### src/rtl/hpdcache_mem_read_responder.sv
// hpdcache_mem_read_responder: burst read responder backed by a 1-cycle-latency beat RAM
module hpdcache_mem_read_responder #(
  parameter int PA_WIDTH       = 49,
  parameter int MEM_DATA_WIDTH = 128,
  parameter int MEM_ID_WIDTH   = 4,
  parameter int RAM_ADDR_WIDTH = 16
) (
  input  logic                      clk_i,
  input  logic                      rst_ni,
  input  logic                      mem_req_valid_i,
  output logic                      mem_req_ready_o,
  input  logic [PA_WIDTH-1:0]       mem_req_addr_i,
  input  logic [7:0]                mem_req_len_i,
  input  logic [MEM_ID_WIDTH-1:0]   mem_req_id_i,
  output logic                      mem_resp_valid_o,
  input  logic                      mem_resp_ready_i,
  output logic [MEM_DATA_WIDTH-1:0] mem_resp_data_o,
  output logic [MEM_ID_WIDTH-1:0]   mem_resp_id_o,
  output logic                      mem_resp_last_o,
  output logic                      mem_resp_error_o,
  output logic                      ram_req_o,
  output logic [RAM_ADDR_WIDTH-1:0] ram_addr_o,
  input  logic [MEM_DATA_WIDTH-1:0] ram_rdata_i
);
  localparam int OFF = $clog2(MEM_DATA_WIDTH / 8);
  localparam int BW  = PA_WIDTH - OFF;
  localparam int EW  = MEM_DATA_WIDTH + MEM_ID_WIDTH + 2;
  typedef enum logic {IDLE, BURST} state_t;
  state_t state, state_n;
  logic [BW-1:0] beat_addr;
  logic [7:0] remaining;
  logic [MEM_ID_WIDTH-1:0] id_q, fl_id;
  logic fl_valid, fl_ram, fl_last;
  logic [EW-1:0] fifo [2];
  logic wr_ptr, rd_ptr;
  logic [1:0] count, occ;
  logic accept, issue, done, in_range, pop;
  logic [MEM_DATA_WIDTH-1:0] push_data;
  logic unused_lo;
  assign unused_lo = ^mem_req_addr_i[OFF-1:0];
  assign accept = mem_req_valid_i & mem_req_ready_o;
  assign mem_resp_valid_o = count != 2'd0;
  assign pop = mem_resp_valid_o & mem_resp_ready_i;
  // a beat popping this cycle frees its slot, which keeps 1 beat/cycle streaming
  assign occ = count + {1'b0, fl_valid};
  assign issue = (state == BURST) && (occ < 2'd2 || (pop && occ == 2'd2));
  assign done = issue && remaining == 8'd0;
  assign in_range = (beat_addr >> RAM_ADDR_WIDTH) == '0;
  assign push_data = fl_ram ? ram_rdata_i : {MEM_DATA_WIDTH{1'b0}};
  assign {mem_resp_data_o, mem_resp_id_o, mem_resp_last_o, mem_resp_error_o} = fifo[rd_ptr];

  // state register
  always_ff @(posedge clk_i) begin
    if (!rst_ni) state <= IDLE;
    else state <= state_n;
  end

  // next state: one request in service; leave BURST right after issuing its last beat
  always_comb begin
    state_n = state == IDLE ? (accept ? BURST : IDLE) : (done ? IDLE : BURST);
  end

  // FSM outputs: request handshake and RAM strobe (out-of-range beats skip the RAM)
  always_comb begin
    mem_req_ready_o = state == IDLE;
    ram_req_o = issue && in_range;
    ram_addr_o = beat_addr[RAM_ADDR_WIDTH-1:0];
  end

  // burst context and the single-beat RAM flight stage
  always_ff @(posedge clk_i) begin
    if (!rst_ni) begin
      beat_addr <= '0;
      remaining <= '0;
      id_q <= '0;
      fl_valid <= 1'b0;
      fl_ram <= 1'b0;
      fl_last <= 1'b0;
      fl_id <= '0;
    end else begin
      if (accept) begin
        beat_addr <= mem_req_addr_i[PA_WIDTH-1:OFF];
        remaining <= mem_req_len_i;
        id_q <= mem_req_id_i;
      end else if (issue) begin
        beat_addr <= beat_addr + BW'(1);
        remaining <= remaining - 8'd1;
      end
      fl_valid <= issue;
      fl_ram <= issue && in_range;
      fl_last <= done;
      fl_id <= id_q;
    end
  end

  // two-entry response FIFO filled from the flight stage
  always_ff @(posedge clk_i) begin
    if (!rst_ni) begin
      fifo[0] <= '0;
      fifo[1] <= '0;
      wr_ptr <= 1'b0;
      rd_ptr <= 1'b0;
      count <= 2'd0;
    end else begin
      if (fl_valid) fifo[wr_ptr] <= {push_data, fl_id, fl_last, ~fl_ram};
      wr_ptr <= wr_ptr ^ fl_valid;
      rd_ptr <= rd_ptr ^ pop;
      count <= count + {1'b0, fl_valid} - {1'b0, pop};
    end
  end
endmodule
### config.mk
export PLATFORM = sky130hd
export DESIGN_NAME = hpdcache_mem_read_responder
export DESIGN_NICKNAME = d
export VERILOG_FILES = /design/src/rtl/hpdcache_mem_read_responder.sv
export SDC_FILE = /design/constraint.sdc
export NUM_CORES = 1
export LEC_CHECK = 0
export ABC_AREA = 1
export CAP_MARGIN = 30
export CORE_AREA = 8 8 191 193
export CTS_BUF_LIST = sky130_fd_sc_hd__clkbuf_8
export DETAILED_ROUTE_END_ITERATION = 10
export DIE_AREA = 0 0 199 201
export GPL_TIMING_DRIVEN = 1
export PLACE_DENSITY = 0.78
export SLEW_MARGIN = 20
export SYNTH_ARGS = -nofsm -noshare
export SYNTH_HDL_FRONTEND = slang
export SYNTH_SLANG_ARGS = --single-unit
### constraint.sdc
create_clock -name clk_i -period 15.45 [get_ports clk_i]
set_input_delay 3.09 -clock clk_i [delete_from_list [all_inputs] [get_ports clk_i]]
set_output_delay 3.09 -clock clk_i [all_outputs]
set_load 0.005 [all_outputs]
==> results of run 1 <==
==> synth_stat cells (all sizes together) <==
cell,count,area [um2]
nand3b,3,22.5
nor4,5,31.3
or2,4,25.0
and2,1,6.26
o211ai,3,22.5
a31oi,9,56.3
o221ai,1,8.76
a211oi,2,15.0
inv,204,768
ha,5,62.6
xor2,4,35.0
o21ai,38,194
nand4,21,131
dfxtp,70,1400
xnor2,5,43.8
o21bai,1,7.51
clkbuf,60,225
nor2,164,713
nor3,262,1320
and3,1,6.26
edfxtp,268,8050
buf,57,350
nand2,224,883
mux2,134,1510
nand3,70,350
a21oi,35,179
==> worst max-delay path: stages <==
cell and delay, ps:
clkdlybuf4s50_1 480, nand2_2 90, o21ai_2 180, nand2_4 190, nor2_1 200, clkdlybuf4s50_1 530
==> logic make-up after synthesis <==
logic type / share of synthesized area
buf+inv: 0.0819
fa+ha+maj: 0.00381
xor+xnor: 0.00480
flops: 0.576
simple gates: 0.213
compound gates: 0.0294
mux: 0.0919
==> layout make-up <==
cell class	count	share of cell area
flip-flops and latches	338	0.447
multi-input cells	992	0.268
repair buffers	356	0.172
clock buffers	60	0.0391
inverters	204	0.0366
well taps	448	0.0265
clock inverters	39	0.0103
diodes	5	0.000592
==> path summary, 6_finish.rpt <==
path,start,end
setup / recovery,mem_resp_ready_i,ram_req_o
hold / removal,id_q[1]$_SDFFE_PN0P_,fl_id[1]$_SDFF_PN0_
setup reg to reg,fl_valid$_SDFF_PN0_,fifo[1][86]$_SDFFCE_PN0P_
hold reg to reg,id_q[1]$_SDFFE_PN0P_,fl_id[1]$_SDFF_PN0_
==> stage by stage <==
stage	setup WS, ps	cell area [um2]
after global placement	7630	19900
after detailed placement	7600	20000
final	7590	21100
after CTS	7580	21100
after global routing	7530	21100
after floorplan	8260	16400
==> routing by layer <==
metal / global-route usage / up-vias / part of all wire
met5: 0 / - / 0.00069
met4: 0.0964 / 4 / 0.037
met3: 0.0505 / 110 / 0.083
li1: - / 6214 / -
met1: 0.288 / 6196 / 0.40
met2: 0.382 / 507 / 0.48
==> power by group through the flow <==
stage | Combinational, mW | Sequential, mW | Clock (mW)
after floorplan | 0.318 | 1.09 | 0
after global placement | 0.581 | 1.12 | 0
after detailed placement | 0.587 | 1.12 | 0
after CTS | 0.590 | 1.10 | 0.760
after global routing | 0.654 | 1.09 | 0.799
final | 0.610 | 1.08 | 0.743
==> state kept, by name (all words and copies together) (netlist names), 2 cells and up, named ones only <==
signal,count
count,2
beat_addr,45
id_q,4
remaining,8
fl_id,4
fifo,268
==> qor.yml, run 1 <==
clk_pin_slew_ps: 60
ys_seq_area_frac: 0.576
reg2reg_slack_ps: 12170
leakage_nw: 7.86
start_util: 0.493
h-tree-depth: 2
nFillCells: 2654
grt_pass1_wl_um: 72800
final_cells: 2442
totalWireLength_um: 48100
drt-wirelength-per-cell_um: 19.7
dr.pass1.iters: 5
setup.worst_path.class: "input port to primary output"
crit_required_ps: 12360
mostFrequentLayoutCells: "clkdlybuf4s50_1, edfxtp_1, nor3_1"
status: "finished, final reports clean"
cts_made_buffers: 55
cts.sinks: 338
slew_headroom: 0.378
syn_nets: 1849
route.detailed.drc: 0
synth_warnings: 0
grt_use_total: 0.231
ctsHoldBuffers: 0
drt_iter0_drc: 928
critPathMaxFanout: 16
finalCritPeriodShare: 0.509
post_cts_resized: 0
r2r_cells: 5
clockBufferDepth: 3
synth_cells: 1651
grt-ovfl-total: 0
ir_worst_vdd_mv: 0.0739
sequentialPowerShare: 0.444
max-cap-violations: 0
io_pins: 346
drtAntennaViolNets: 0
gp_congestion: 0.905
fin_tns_setup_ps: 0
num_rows: 67
slew_violations: 0
seqCellArea_mm2: 0.00945
antenna_found_initial: 5
fp.dieW_um: 199
final_common_cell: "clkdlybuf4s50_1"
dp.cells: 2336
insertion_delay_ps: 610
grt_max_degree: 99
root_buffer: "clkbuf_8"
hp-class: "flop to flop"
vias: 13031
syn_area_per_cell_um2: 9.94
cts_setup_buffers: 0
die_height_um: 201
core_mm2: 0.0333
hold_ws_ps: 426
worst_slew_pin_slew_ps: 933
drive_gt1_frac: 0.137
vias_per_cell: 5.34
cp-start-kind: "input port"
cp-end-kind: "primary output"
area_delta_synth_final_pct: 28.7
skew_ps: 14.9
syn_area_mm2: 0.0164
ys_ff_latch: 338
hold_viol: 0
swShare: 0.280
grt_pass1_vias: 12932
cts_tree: "done"
synth.distinct_cells: 39
p_total_mw: 2.43
port_buffers: 341
setup_viol: 0
multi_input_area_mm2: 0.00566
final_nets: 2145
die_area_mm2: 0.0400
min_path_cells: 2
arrival_ps: 4770
power.density_mw_per_mm2: 115
power_switching_uw: 682
fin_util: 0.635
clock_power_share: 0.305
pwr-share-comb: 0.250
grt_setup_unrepaired: "false"
place_hpwl_um: 32500
fmax_ghz: 0.127
post-route-min-period_ps: 7860
p_int_mw: 1.75
Power figures use the tool's default switching activity.
==> inputs of run 2 (changes only) <==
--- a/config.mk
+++ b/config.mk
@@ -7,10 +7,10 @@
 export LEC_CHECK = 0
 export ABC_AREA = 1
 export CAP_MARGIN = 30
-export CORE_AREA = 8 8 191 193
+export CORE_AREA = 8 8 194 196
 export CTS_BUF_LIST = sky130_fd_sc_hd__clkbuf_8
 export DETAILED_ROUTE_END_ITERATION = 10
-export DIE_AREA = 0 0 199 201
+export DIE_AREA = 0 0 202 204
 export GPL_TIMING_DRIVEN = 1
 export PLACE_DENSITY = 0.78
 export SLEW_MARGIN = 20
==> constraint.sdc (replaced) <==
create_clock -name clk_i -period 6.5 [get_ports clk_i]
set_input_delay 1.3 -clock clk_i [delete_from_list [all_inputs] [get_ports clk_i]]
set_output_delay 1.3 -clock clk_i [all_outputs]
set_load 0.005 [all_outputs]
==> qor.yml, run 2 (synthesis gave the netlist of run 1 again) <==
status: "finished, final reports clean"
hold_viol: 0
port_buffers: 341
dp_slack_ps: 2020
power.density_mw_per_mm2: 271
drive_gt1_frac: 0.137
setup_viol: 0
clockBufferDepth: 3
final_common_cell: "clkdlybuf4s50_1"
vias_per_cell: 5.31
dr.pass1.iters: 5
dp.cells: 2350
path_buf_inv: 2
post_cts_resized: 0
num_rows: 69
cp_cell_sequence: "buf_12 -> mux2_2 -> clkdlybuf4s50_1"
final_nets: 2146
ctsHoldBuffers: 0
cp-start-kind: "flop"
setup.worst_path.class: "flop to primary output"
place_hpwl_um: 32500
post-route-min-period_ps: 4280
hp-class: "flop to flop"
fmax_ghz: 0.234
grt_pass1_wl_um: 72300
slew_headroom: 0.405
setup_ws_ps: 2220
fin_tns_setup_ps: 0
route.detailed.drc: 0
hold_ws_ps: 425
drt-wirelength-per-cell_um: 19.3
grt_use_total: 0.220
top_regs: "fifo x268, beat_addr x45, remaining x8"
start_util: 0.472
ir_worst_vdd_mv: 0.133
grt-ovfl-total: 0
h-tree-depth: 2
final_cells: 2460
skew_ps: 32.7
grt_setup_unrepaired: "false"
slew_violations: 0
cts.sinks: 338
drtAntennaViolNets: 0
cts_tree: "done"
worst_slew_pin_slew_ps: 893
cp-end-kind: "primary output"
die_height_um: 204
insertion_delay_ps: 600
antenna_found_initial: 8
p_total_mw: 5.71
cpLargestDelayFamily: "buffers and inverters"
grt_pass1_vias: 12924
cts_made_buffers: 56
gp_congestion: 0.917
vias: 13061
mostFrequentLayoutCells: "clkdlybuf4s50_1, edfxtp_1, nor3_1"
cp_slowest_stage_delay_ps: 930
leakage_nw: 7.84
crit_path_top_delay_cell: "dfxtp_4"
max-cap-violations: 0
totalWireLength_um: 47400
fp.dieW_um: 202
arrival_ps: 2980
grt_max_degree: 138
die_area_mm2: 0.0412
crit_required_ps: 5200
io_pins: 346
clk_pin_slew_ps: 60
root_buffer: "clkbuf_8"
drt_iter0_drc: 1128
top_register: "fifo"
cts_setup_buffers: 0
largest_reg_flops: 268
area_delta_synth_final_pct: 28.6
critPathMaxFanout: 74
core_mm2: 0.0348
finalCritPeriodShare: 0.658
-- run 2: cell count changes in the layout (fill, tap and decap cells not counted), sizes merged --
cell,before,now
clkinvlp,2,1
bufinv,2,1
clkinv,16,27
clkbuf,60,56
-- run 2: cell type report --
type | instances | area (um2)
inverters | 204 | 773
diodes | 5 | 12.5
clock inverters | 48 | 235
repair buffers | 356 | 3630
well taps | 461 | 577
flip-flops and latches | 338 | 9450
clock buffers | 56 | 771
fillers | 2826 | 13700
multi-input cells | 992 | 5660
-- run 2: worst register-to-register path: stages (launching register included) --
cell     delay (ps)
dfxtp_1         480
nand3_4         480
nand2_4         720
buf_4           700
-- run 2: final timing paths --
check / depth (start not counted) / startpoint / slack [ps] / endpoint
worst max register to register: 3 / fl_valid$_SDFF_PN0_ / 3680 / fifo[1][68]$_SDFFCE_PN0P_
worst min-delay path: 2 / id_q[2]$_SDFFE_PN0P_ / 430 / fl_id[2]$_SDFF_PN0_
worst max-delay path: 3 / flop / 2220 / mem_resp_data_o[12]
worst min register to register: 2 / id_q[2]$_SDFFE_PN0P_ / 430 / fl_id[2]$_SDFF_PN0_
-- run 2: power by group --
part / internal (mW) / total [mW] / switching, mW
Clock: 0.848 / 1.70 / 0.855
Sequential: 2.47 / 2.61 / 0.137
Combinational: 0.762 / 1.40 / 0.635
Total: 4.08 / 5.71 / 1.63
-- run 2: stage by stage --
| step | cell area [um2] | util |
|---|---|---|
| 5_1_grt | 21100 | 0.607 |
| 4_1_cts | 21100 | 0.605 |
| 3_3_place_gp | 20000 | 0.574 |
| 6_report | 21100 | 0.607 |
| 3_5_place_dp | 20100 | 0.577 |
| 2_1_floorplan | 16400 | - |
-- run 2: routing by layer --
layer,GRT usage,vias to the layer above,wire (um)
li1,-,6231,-
met1,0.268,6238,18900
met5,0,-,41
met3,0.0571,86,3780
met2,0.369,500,23300
met4,0.0884,6,1470
